[config.mk]
export PLATFORM = sky130hd
export DESIGN_NAME = spawn_scheduler
export DESIGN_NICKNAME = d
export VERILOG_FILES = /design/src/rtl/spawn_scheduler.sv
export SDC_FILE = /design/constraint.sdc
export NUM_CORES = 1
export LEC_CHECK = 0
export ABC_AREA = 1
export CAP_MARGIN = 20
export CORE_MARGIN = 1.5
export CORE_UTILIZATION = 30
export DETAILED_ROUTE_END_ITERATION = 8
export PLACE_DENSITY_LB_ADDON = 0.12
export SLEW_MARGIN = 10
export SYNTH_ARGS = -nofsm -noshare
export SYNTH_HDL_FRONTEND = slang
export SYNTH_SLANG_ARGS = --single-unit
export TNS_END_PERCENT = 10
[constraint.sdc]
create_clock -name clock -period 7.4 [get_ports clock]
set_input_delay 1.48 -clock clock [delete_from_list [all_inputs] [get_ports clock]]
set_output_delay 1.48 -clock clock [all_outputs]
set_load 0.005 [all_outputs]
[src/rtl/spawn_scheduler.sv]
// Per-frame spawn controller: round-robin free-slot pick, hazard cap, level-scaled
// spawn odds and spacing, and a valid/ack command offer to the game datapath.
module spawn_scheduler #(
    parameter int NUM_SLOTS    = 5,
    parameter int MIN_GAP      = 16,
    parameter int BASE_THRESH  = 2,
    parameter int MAX_HAZARDS  = 3,
    parameter int Y_BASE       = 230,
    parameter int SCREEN_WIDTH = 1024
) (
    input  logic                 clock,
    input  logic                 reset_n,
    input  logic                 enable,
    input  logic                 frame_tick,
    input  logic [31:0]          random,
    input  logic [NUM_SLOTS-1:0] slot_busy,
    input  logic [NUM_SLOTS-1:0] slot_hazard,
    input  logic [9:0]           score,
    output logic                 spawn_valid,
    output logic [2:0]           spawn_slot,
    output logic                 spawn_id,
    output logic [10:0]          spawn_hpos,
    output logic [9:0]           spawn_vpos,
    input  logic                 spawn_ack,
    output logic [2:0]           level,
    output logic [7:0]           drop_cnt
);

    typedef enum logic [1:0] {
        IDLE  = 2'd0,
        WAIT  = 2'd1,
        OFFER = 2'd2
    } state_t;

    state_t      r_state;
    logic        r_valid;
    logic [2:0]  r_slot;
    logic        r_id;
    logic [10:0] r_hpos;
    logic [9:0]  r_vpos;
    logic [2:0]  r_level;
    logic [7:0]  r_drop;
    logic [5:0]  r_gap;
    logic [2:0]  r_rr_ptr;

    logic [7:0]  w_busy_ext;
    logic [7:0]  w_haz_ext;
    logic [2:0]  w_pick;
    logic        w_found;
    logic [6:0]  w_thresh;
    logic        w_hit;
    logic        w_hz_full;
    logic [5:0]  w_gap_diff;
    logic [5:0]  w_gap_reload;
    logic [2:0]  w_level_next;
    logic [9:0]  w_vpos_next;
    logic        w_slot_taken;

    function automatic logic [3:0] popcount8(input logic [7:0] v);
        logic [3:0] cnt;
        cnt = 4'd0;
        for (int k = 0; k < 8; k++) begin
            cnt = cnt + {3'd0, v[k]};
        end
        return cnt;
    endfunction

    // Zero-extend slot vectors to 8 bits so any 3-bit slot index is in range.
    always_comb begin
        w_busy_ext = 8'd0;
        w_haz_ext  = 8'd0;
        w_busy_ext[NUM_SLOTS-1:0] = slot_busy;
        w_haz_ext[NUM_SLOTS-1:0]  = slot_hazard;
    end

    // Round-robin search for the first free slot after the last accepted one.
    always_comb begin
        w_pick  = 3'd0;
        w_found = 1'b0;
        for (int k = 1; k <= NUM_SLOTS; k++) begin
            int idx;
            idx = (int'(r_rr_ptr) + k) % NUM_SLOTS;
            if (!w_found && !w_busy_ext[idx[2:0]]) begin
                w_found = 1'b1;
                w_pick  = idx[2:0];
            end else begin
                w_found = w_found;
            end
        end
    end

    // Roll, hazard cap, gap reload and field arithmetic.
    always_comb begin
        w_thresh     = 7'(BASE_THRESH) + {4'd0, r_level};
        w_hit        = ({1'b0, random[31:26]} < w_thresh);
        w_hz_full    = (popcount8(w_busy_ext & w_haz_ext) >= 4'(MAX_HAZARDS));
        w_gap_diff   = 6'(MIN_GAP) - {3'd0, r_level};
        w_gap_reload = (w_gap_diff == 6'd0) ? 6'd1 : w_gap_diff;
        w_level_next = (score[9:4] > 6'd7) ? 3'd7 : score[6:4];
        w_vpos_next  = 10'(Y_BASE) + {2'd0, random[7:0]};
        w_slot_taken = w_busy_ext[r_slot];
    end

    // Scheduler state machine with registered command outputs.
    always_ff @(posedge clock) begin
        if (!reset_n) begin
            r_state  <= IDLE;
            r_valid  <= 1'b0;
            r_slot   <= 3'd0;
            r_id     <= 1'b0;
            r_hpos   <= 11'd0;
            r_vpos   <= 10'd0;
            r_level  <= 3'd0;
            r_drop   <= 8'd0;
            r_gap    <= 6'd0;
            r_rr_ptr <= 3'(NUM_SLOTS - 1);
        end else begin
            r_level <= w_level_next;
            if (!enable) begin
                r_state <= IDLE;
                r_valid <= 1'b0;
            end else begin
                case (r_state)
                    IDLE: begin
                        r_gap   <= 6'(MIN_GAP);
                        r_state <= WAIT;
                        r_valid <= 1'b0;
                    end
                    WAIT: begin
                        if (frame_tick) begin
                            if (r_gap != 6'd0) begin
                                r_gap <= r_gap - 6'd1;
                            end else if (w_hit && w_found) begin
                                r_slot  <= w_pick;
                                r_id    <= random[3] & ~w_hz_full;
                                r_vpos  <= w_vpos_next;
                                r_hpos  <= 11'(SCREEN_WIDTH);
                                r_valid <= 1'b1;
                                r_state <= OFFER;
                            end else if (w_hit) begin
                                r_drop <= (r_drop == 8'hFF) ? 8'hFF : r_drop + 8'd1;
                            end
                        end
                    end
                    OFFER: begin
                        // Ack wins over a same-cycle slot collision.
                        if (spawn_ack) begin
                            r_rr_ptr <= r_slot;
                            r_gap    <= w_gap_reload;
                            r_valid  <= 1'b0;
                            r_state  <= WAIT;
                        end else if (w_slot_taken) begin
                            r_gap   <= 6'd0;
                            r_valid <= 1'b0;
                            r_state <= WAIT;
                        end
                    end
                    default: begin
                        r_state <= IDLE;
                        r_valid <= 1'b0;
                    end
                endcase
            end
        end
    end

    assign spawn_valid = r_valid;
    assign spawn_slot  = r_slot;
    assign spawn_id    = r_id;
    assign spawn_hpos  = r_hpos;
    assign spawn_vpos  = r_vpos;
    assign level       = r_level;
    assign drop_cnt    = r_drop;

endmodule
==> metrics.csv, run 1 <==
stage,metric,value,unit
clock_network,TritonCTS clock tree,yes,
clock_network,TritonCTS Buffers,5,
floorplan,Top Ports,94,
synthesis,most frequent cell after synthesis,nand2_1,
floorplan,num rows,39,
synthesis,Yosys top cell by area,dfxtp_1,
worst_setup_path,Worst Path Arrival,5520,ps
floorplan,core box area,0.0116,mm²
global_route,initial antenna violation count,0,
worst_setup_path,crit start category,register,
floorplan,Initial Util,31.2,%
floorplan,Die Width,113,µm
synthesis,#FFs+latches synth,36,
place,Detail Placement HPWL,7520,µm
final_layout,layout cells sized above 1,4.91,%
global_route,number of global-route vias before repair,3453,
synthesis,Area contributors post-synth,"dfxtp_1 20%, ha_1 13%, nand2_1 12%, inv_1 9.6%, nand3_1 8.0%",
sta,post-route setup slack,2040,ps
sta,Tightest Pin Transition,962,ps
global_route,Tot GR Track Use,15.4,%
final_layout,Synth-to-Final Area Change,22.8,%
min_path,Hold Crit Class,reg2reg,
detailed_routing,DR vias,3672,
global_route,Most Crowded Layer GR,met2,
place,pre-CTS setup slack,2000,ps
synthesis,cell area after synthesis,0.00363,mm²
final_layout,register area,721,µm²
global_route,remaining global-route overflow,0,
floorplan,Die Height,113,µm
clock_network,Skew-Pair Late Insertion Delay,280,ps
job,Max-Cap Viols,0,
global_route,largest net degree at the start of global routing,29,
clock_network,clock tree sinks,36,
clock_network,Post-CTS Setup Repair Bufs,0,
synthesis,Synth Instances,574,
sta,FMAX,187,MHz
sta,period utilization,72.4,%
sta,setup violators final,0,
worst_setup_path,CP Capture Type,register,
final_layout,non-filler instance count after layout,774,
synthesis,register area share after synthesis,19.9,%
clock_network,H-tree Lvls,2,
final_layout,Filler Cells Inserted,1239,
synthesis,Synth cell types,41,
final_layout,nets,728,
detailed_routing,Routed WL per cell,12.4,µm
place,placed cell count,766,
clock_network,CTS max path bufs,2,
final_layout,area of the multi-input gates,0.00243,mm²
sta,relative slew slack,35.7,%
detailed_routing,drt drc,0,
sta,Fin Hold WS,451,ps
pwr,total chip power,576,µW
detailed_routing,drt first-iter violations,340,
floorplan,die area,0.0128,mm²
synthesis,"Async S/R FF share, synth",0,%
sta,Final min period,5360,ps
detailed_routing,drt first pass iters,4,
detailed_routing,final WL,9600,µm
final_layout,design area,0.00445,mm²
place,placer congestion estimate,0.815,
worst_setup_path,CP max FO,18,
final_layout,# diodes,0,
worst_setup_path,CP Class,reg2reg,
synthesis,top post-synthesis cells by count,"118 x nand2_1, 93 x inv_1, 58 x nand3_1",
synthesis,Synth top area share,19.9,%
global_route,global-route wire length before repair,16300,µm
place,Placed Area,0.00430,mm²
clock_network,CTS root buffer,clkbuf_16,
global_route,met2 GRT Util,24.9,%
clock_network,CTS Hold Bufs,0,
detailed_routing,antenna-violating nets left,0,
pwr,Lkg Pwr,2.12,nW
outcome,status,completed,
sta,final hold vios,0,
pwr,peak supply drop,0.0902,mV
clock_network,post-CTS resize count,0,
global_route,global routing usage on met3,2.89,%
synthesis,Synth Warn #,0,
pwr,Power per Cell Area,129,mW/mm²
detailed_routing,DR vias/cell,4.74,
sta,clk_skew,8.70,ps
place,port bufs,60,
sta,RSZ-0062 raised after global routing,false,
synthesis,Synth Flop Type,dfxtp_1,
sta,setup TNS,0,ps
synthesis,Synth Area per Inst,6.32,µm²
global_route,M1 GR Usage,21.3,%
clock_network,CTS clock-pin slew for the worst setup and hold paths,60,ps
final_layout,"Core Util, Final",38.3,%
synthesis,"EDFF count, synth",0,
worst_setup_path,critical path data required time,7560,ps
sta,Slew Limit Fails,0,
-- final timing paths --
kind | cells past startpoint | start | to | slack (ps)
max reg2reg | 24 | r_rr_ptr[0] | spawn_slot[2] | 2040
min | 2 | spawn_id | spawn_id | 450
max | 24 | r_rr_ptr[0] | spawn_slot[2] | 2040
min reg2reg | 2 | spawn_id | spawn_id | 450
-- sequential cells by signal, indices dropped and copies added (netlist names) --
signal	count
spawn_id	1
level	3
spawn_vpos	9
r_rr_ptr	3
spawn_slot	3
r_state	2
spawn_hpos	1
drop_cnt	8
r_gap	6
-- routing by layer --
| layer | routed length, µm | vias to the layer above |
|---|---|---|
| met5 | 0 | - |
| met3 | 422 | 10 |
| li1 | - | 1957 |
| met2 | 4270 | 82 |
| met1 | 4780 | 1623 |
| met4 | 129 | 0 |
-- area by class of cell --
cell class,count,share of cell area [%]
Multi-Input combinational cell,430,54.7
Sequential cell,36,16.2
Timing Repair Buffer,60,13.5
Inverter,97,8.18
Tap cell,143,4.02
Clock buffer,6,3.12
Clock inverter,2,0.309
-- layout by cell type (no fill, tap or decap), types with 4 or more instances in the layout --
cell type,n
nor2_1,48
a21oi_1,32
inv_1,93
clkdlybuf4s50_1,60
xor2_1,6
dfxtp_1,36
nand3b_1,5
nor3_1,9
xnor2_1,5
nand3_1,58
nand4_1,11
clkbuf_16,5
nand2_2,10
o211ai_1,4
nand2_1,118
o21ai_0,42
ha_1,39
conb_1,11
-- worst max-delay path: stages (launching register included) --
cell and delay [ps]:
dfxtp_1 800, clkinv_1 510, ha_1 620, ha_1 290, inv_1 60, nand3_1 90
nand2_1 140, xor2_1 300, ha_1 200, inv_1 50, or2_2 260, nand3_1 160
nand2_1 110, nand2_1 70, nand2_1 120, nand3_1 120, nand2_1 60, nand2_1 70
nand2_1 90, nand3_4 130, nand3_2 270, inv_2 340, o21ai_0 130, nor2_1 170
nor2_1 60
-- report_power, final --
group          switching (mW)  internal [mW]  total, mW
clock                  0.0842          0.135      0.219
sequential            0.00581          0.201      0.207
combinational          0.0886         0.0618      0.150
-- kinds of logic (layout without fill, tap and decap cells) --
logic type | count (synthesis) | after routing | synth area share (%)
AOI/OAI and AO/OA | 98 | 98 | 15.0
other | 1 | 11 | 0.103
and+or+nand+nor | 269 | 269 | 33.8
DFF | 36 | 36 | 19.9
xor gates and xnor gates | 11 | 11 | 2.66
adders and majority gates | 41 | 41 | 14.6
buffers and inverters | 118 | 165 | 14.0
No activity file was read; power rests on OpenSTA's default activity.
==> run 2, diff against run 1 <==
==> constraint.sdc (replaced) <==
create_clock -name clock -period 4.7 [get_ports clock]
set_input_delay 0.94 -clock clock [delete_from_list [all_inputs] [get_ports clock]]
set_output_delay 0.94 -clock clock [all_outputs]
set_load 0.005 [all_outputs]
==> metrics.csv, run 2 (synthesized netlist as in run 1, its figures left out) <==
stage,metric,value,unit
pwr,peak supply drop,0.108,mV
pwr,Lkg Pwr,2.15,nW
final_layout,"commonest non-fill, non-tap cells in the layout","118 x nand2_1, 93 x inv_1, 60 x clkdlybuf4s50_1",
floorplan,Die Height,113,µm
final_layout,nets,735,
final_layout,design area,0.00449,mm²
floorplan,core box area,0.0116,mm²
worst_setup_path,number of cells on the critical path,27,
worst_setup_path,critical path data required time,4930,ps
clock_network,clock tree sinks,36,
worst_setup_path,Worst R2R Setup Slack,540,ps
pwr,total chip power,895,µW
min_path,Hold Path End,spawn_vpos[3],
sta,period utilization,88.5,%
worst_setup_path,CP max FO,13,
detailed_routing,drt drc,0,
detailed_routing,drt first-iter violations,209,
global_route,initial antenna violation count,0,
worst_setup_path,crit start category,register,
final_layout,max FFs per register,9,
sta,RSZ-0062 raised after global routing,false,
sta,clk_skew,8.42,ps
job,Max-Cap Viols,0,
detailed_routing,Routed WL per cell,12.3,µm
outcome,status,completed,
final_layout,Synth-to-Final Area Change,23.9,%
sta,Fin Hold WS,449,ps
sta,Tightest Pin Transition,515,ps
floorplan,Die Width,113,µm
clock_network,TritonCTS clock tree,yes,
worst_setup_path,Crit Reg-Reg Endpoint,drop_cnt[3],
clock_network,CTS max path bufs,2,
place,Detail Placement HPWL,7520,µm
place,Placed Area,0.00435,mm²
worst_setup_path,CP Capture Type,register,
sta,relative slew slack,65.3,%
global_route,Tot GR Track Use,15.5,%
detailed_routing,DR vias/cell,4.72,
floorplan,num rows,39,
global_route,global-route wire length before repair,16300,µm
worst_setup_path,"most used cell, CP",nand2_1,
clock_network,post-CTS resize count,0,
final_layout,layout cells sized above 1,5.64,%
sta,FMAX,240,MHz
worst_setup_path,Crit-path slowest cell,dfxtp_1,
worst_setup_path,reg2reg start,r_rr_ptr[1],
global_route,largest net degree at the start of global routing,17,
detailed_routing,drt first pass iters,4,
place,port bufs,60,
final_layout,# diodes,0,
worst_setup_path,CP Class,reg2reg,
clock_network,Skew-Pair Late Insertion Delay,280,ps
clock_network,CTS root buffer,clkbuf_16,
min_path,Hold Crit Start,spawn_vpos[3],
sta,Slew Limit Fails,0,
worst_setup_path,"delay-heaviest family, CP",simple AND/OR/NAND/NOR gates,
clock_network,Post-CTS Setup Repair Bufs,0,
sta,setup TNS,0,ps
clock_network,H-tree Lvls,2,
detailed_routing,final WL,9620,µm
worst_setup_path,Reg2Reg Depth,27,
clock_network,CTS Hold Bufs,0,
pwr,Power per Cell Area,199,mW/mm²
place,placer congestion estimate,0.817,
sta,setup violators final,0,
min_path,Hold Path Depth,2,
worst_setup_path,Crit path largest cell delay,380,ps
sta,Final min period,4160,ps
detailed_routing,antenna-violating nets left,0,
detailed_routing,DR vias,3685,
worst_setup_path,buffers plus inverters on the worst setup path,5,
floorplan,die area,0.0128,mm²
worst_setup_path,Worst Path Arrival,4390,ps
floorplan,Initial Util,31.2,%
final_layout,"most common cell after layout, fill and taps aside",nand2_1,
clock_network,TritonCTS Buffers,5,
sta,final hold vios,0,
min_path,Hold Crit Class,reg2reg,
global_route,remaining global-route overflow,0,
floorplan,Top Ports,94,
clock_network,CTS clock-pin slew for the worst setup and hold paths,60,ps
global_route,number of global-route vias before repair,3512,
run 2: cell count changes in the layout (fill, tap and decap cells not counted), sizes merged:
cell    delta
inv        -1
buf        +7
clkbuf     +1
run 2: per-layer routing:
layer,GRT usage (%),part of all wire [%],vias to the layer above
met5,0,0,-
met4,4.08,1.2,0
met2,24.9,44,69
met3,3.00,3.9,12
met1,21.2,50,1632
li1,-,-,1972
run 2: report_power, final:
group | total, mW | switching [mW] | internal (mW)
clock network | 0.330 | 0.132 | 0.198
registers | 0.325 | 0.00851 | 0.316
logic | 0.240 | 0.142 | 0.0987
total | 0.895 | 0.282 | 0.613
run 2: cell type report:
class,instances,area [µm²]
tap,143,179
fill,1277,7120
timing repair buffer,67,653
clock buffer,7,133
inverter,97,364
multi-input combinational,430,2430
clock inverter,1,8.76
sequential,36,721
run 2: worst max-delay path by stage:
stage	start	to	slack, ps
after floorplan	r_rr_ptr[0]	drop_cnt[7]	1070
after global placement	r_rr_ptr[1]	drop_cnt[3]	730
after detailed placement	r_rr_ptr[1]	drop_cnt[3]	600
after CTS	r_rr_ptr[1]	drop_cnt[3]	590
after global routing	r_rr_ptr[1]	drop_cnt[3]	110
final	r_rr_ptr[1]	drop_cnt[3]	540
run 2: worst reg2reg max path, cell delays in order (launching register included):
cell,delay [ps]
dfxtp_1,380
ha_1,350
inv_2,110
nand2_1,90
nand2_2,100
ha_1,190
inv_1,60
nand3_1,90
nand2_1,140
xor2_1,290
ha_1,200
inv_1,60
or2_2,270
nand3_1,170
nand2_1,120
nand2_1,80
nand2_1,120
inv_1,80
nand3_1,70
nand2_1,70
nand2_1,70
nand2_1,130
nand3_4,110
nor2_4,270
nand4_1,260
nand3_1,140
nand2_1,60
inv_1,60
run 2: stage by stage:
stage	setup WS, ps	cells	util (%)
floorplan	1070	584	-
global placement	732	773	37.5
detailed placement	601	773	37.5
CTS	586	781	38.7
global route	110	781	38.7
finish	540	781	38.7
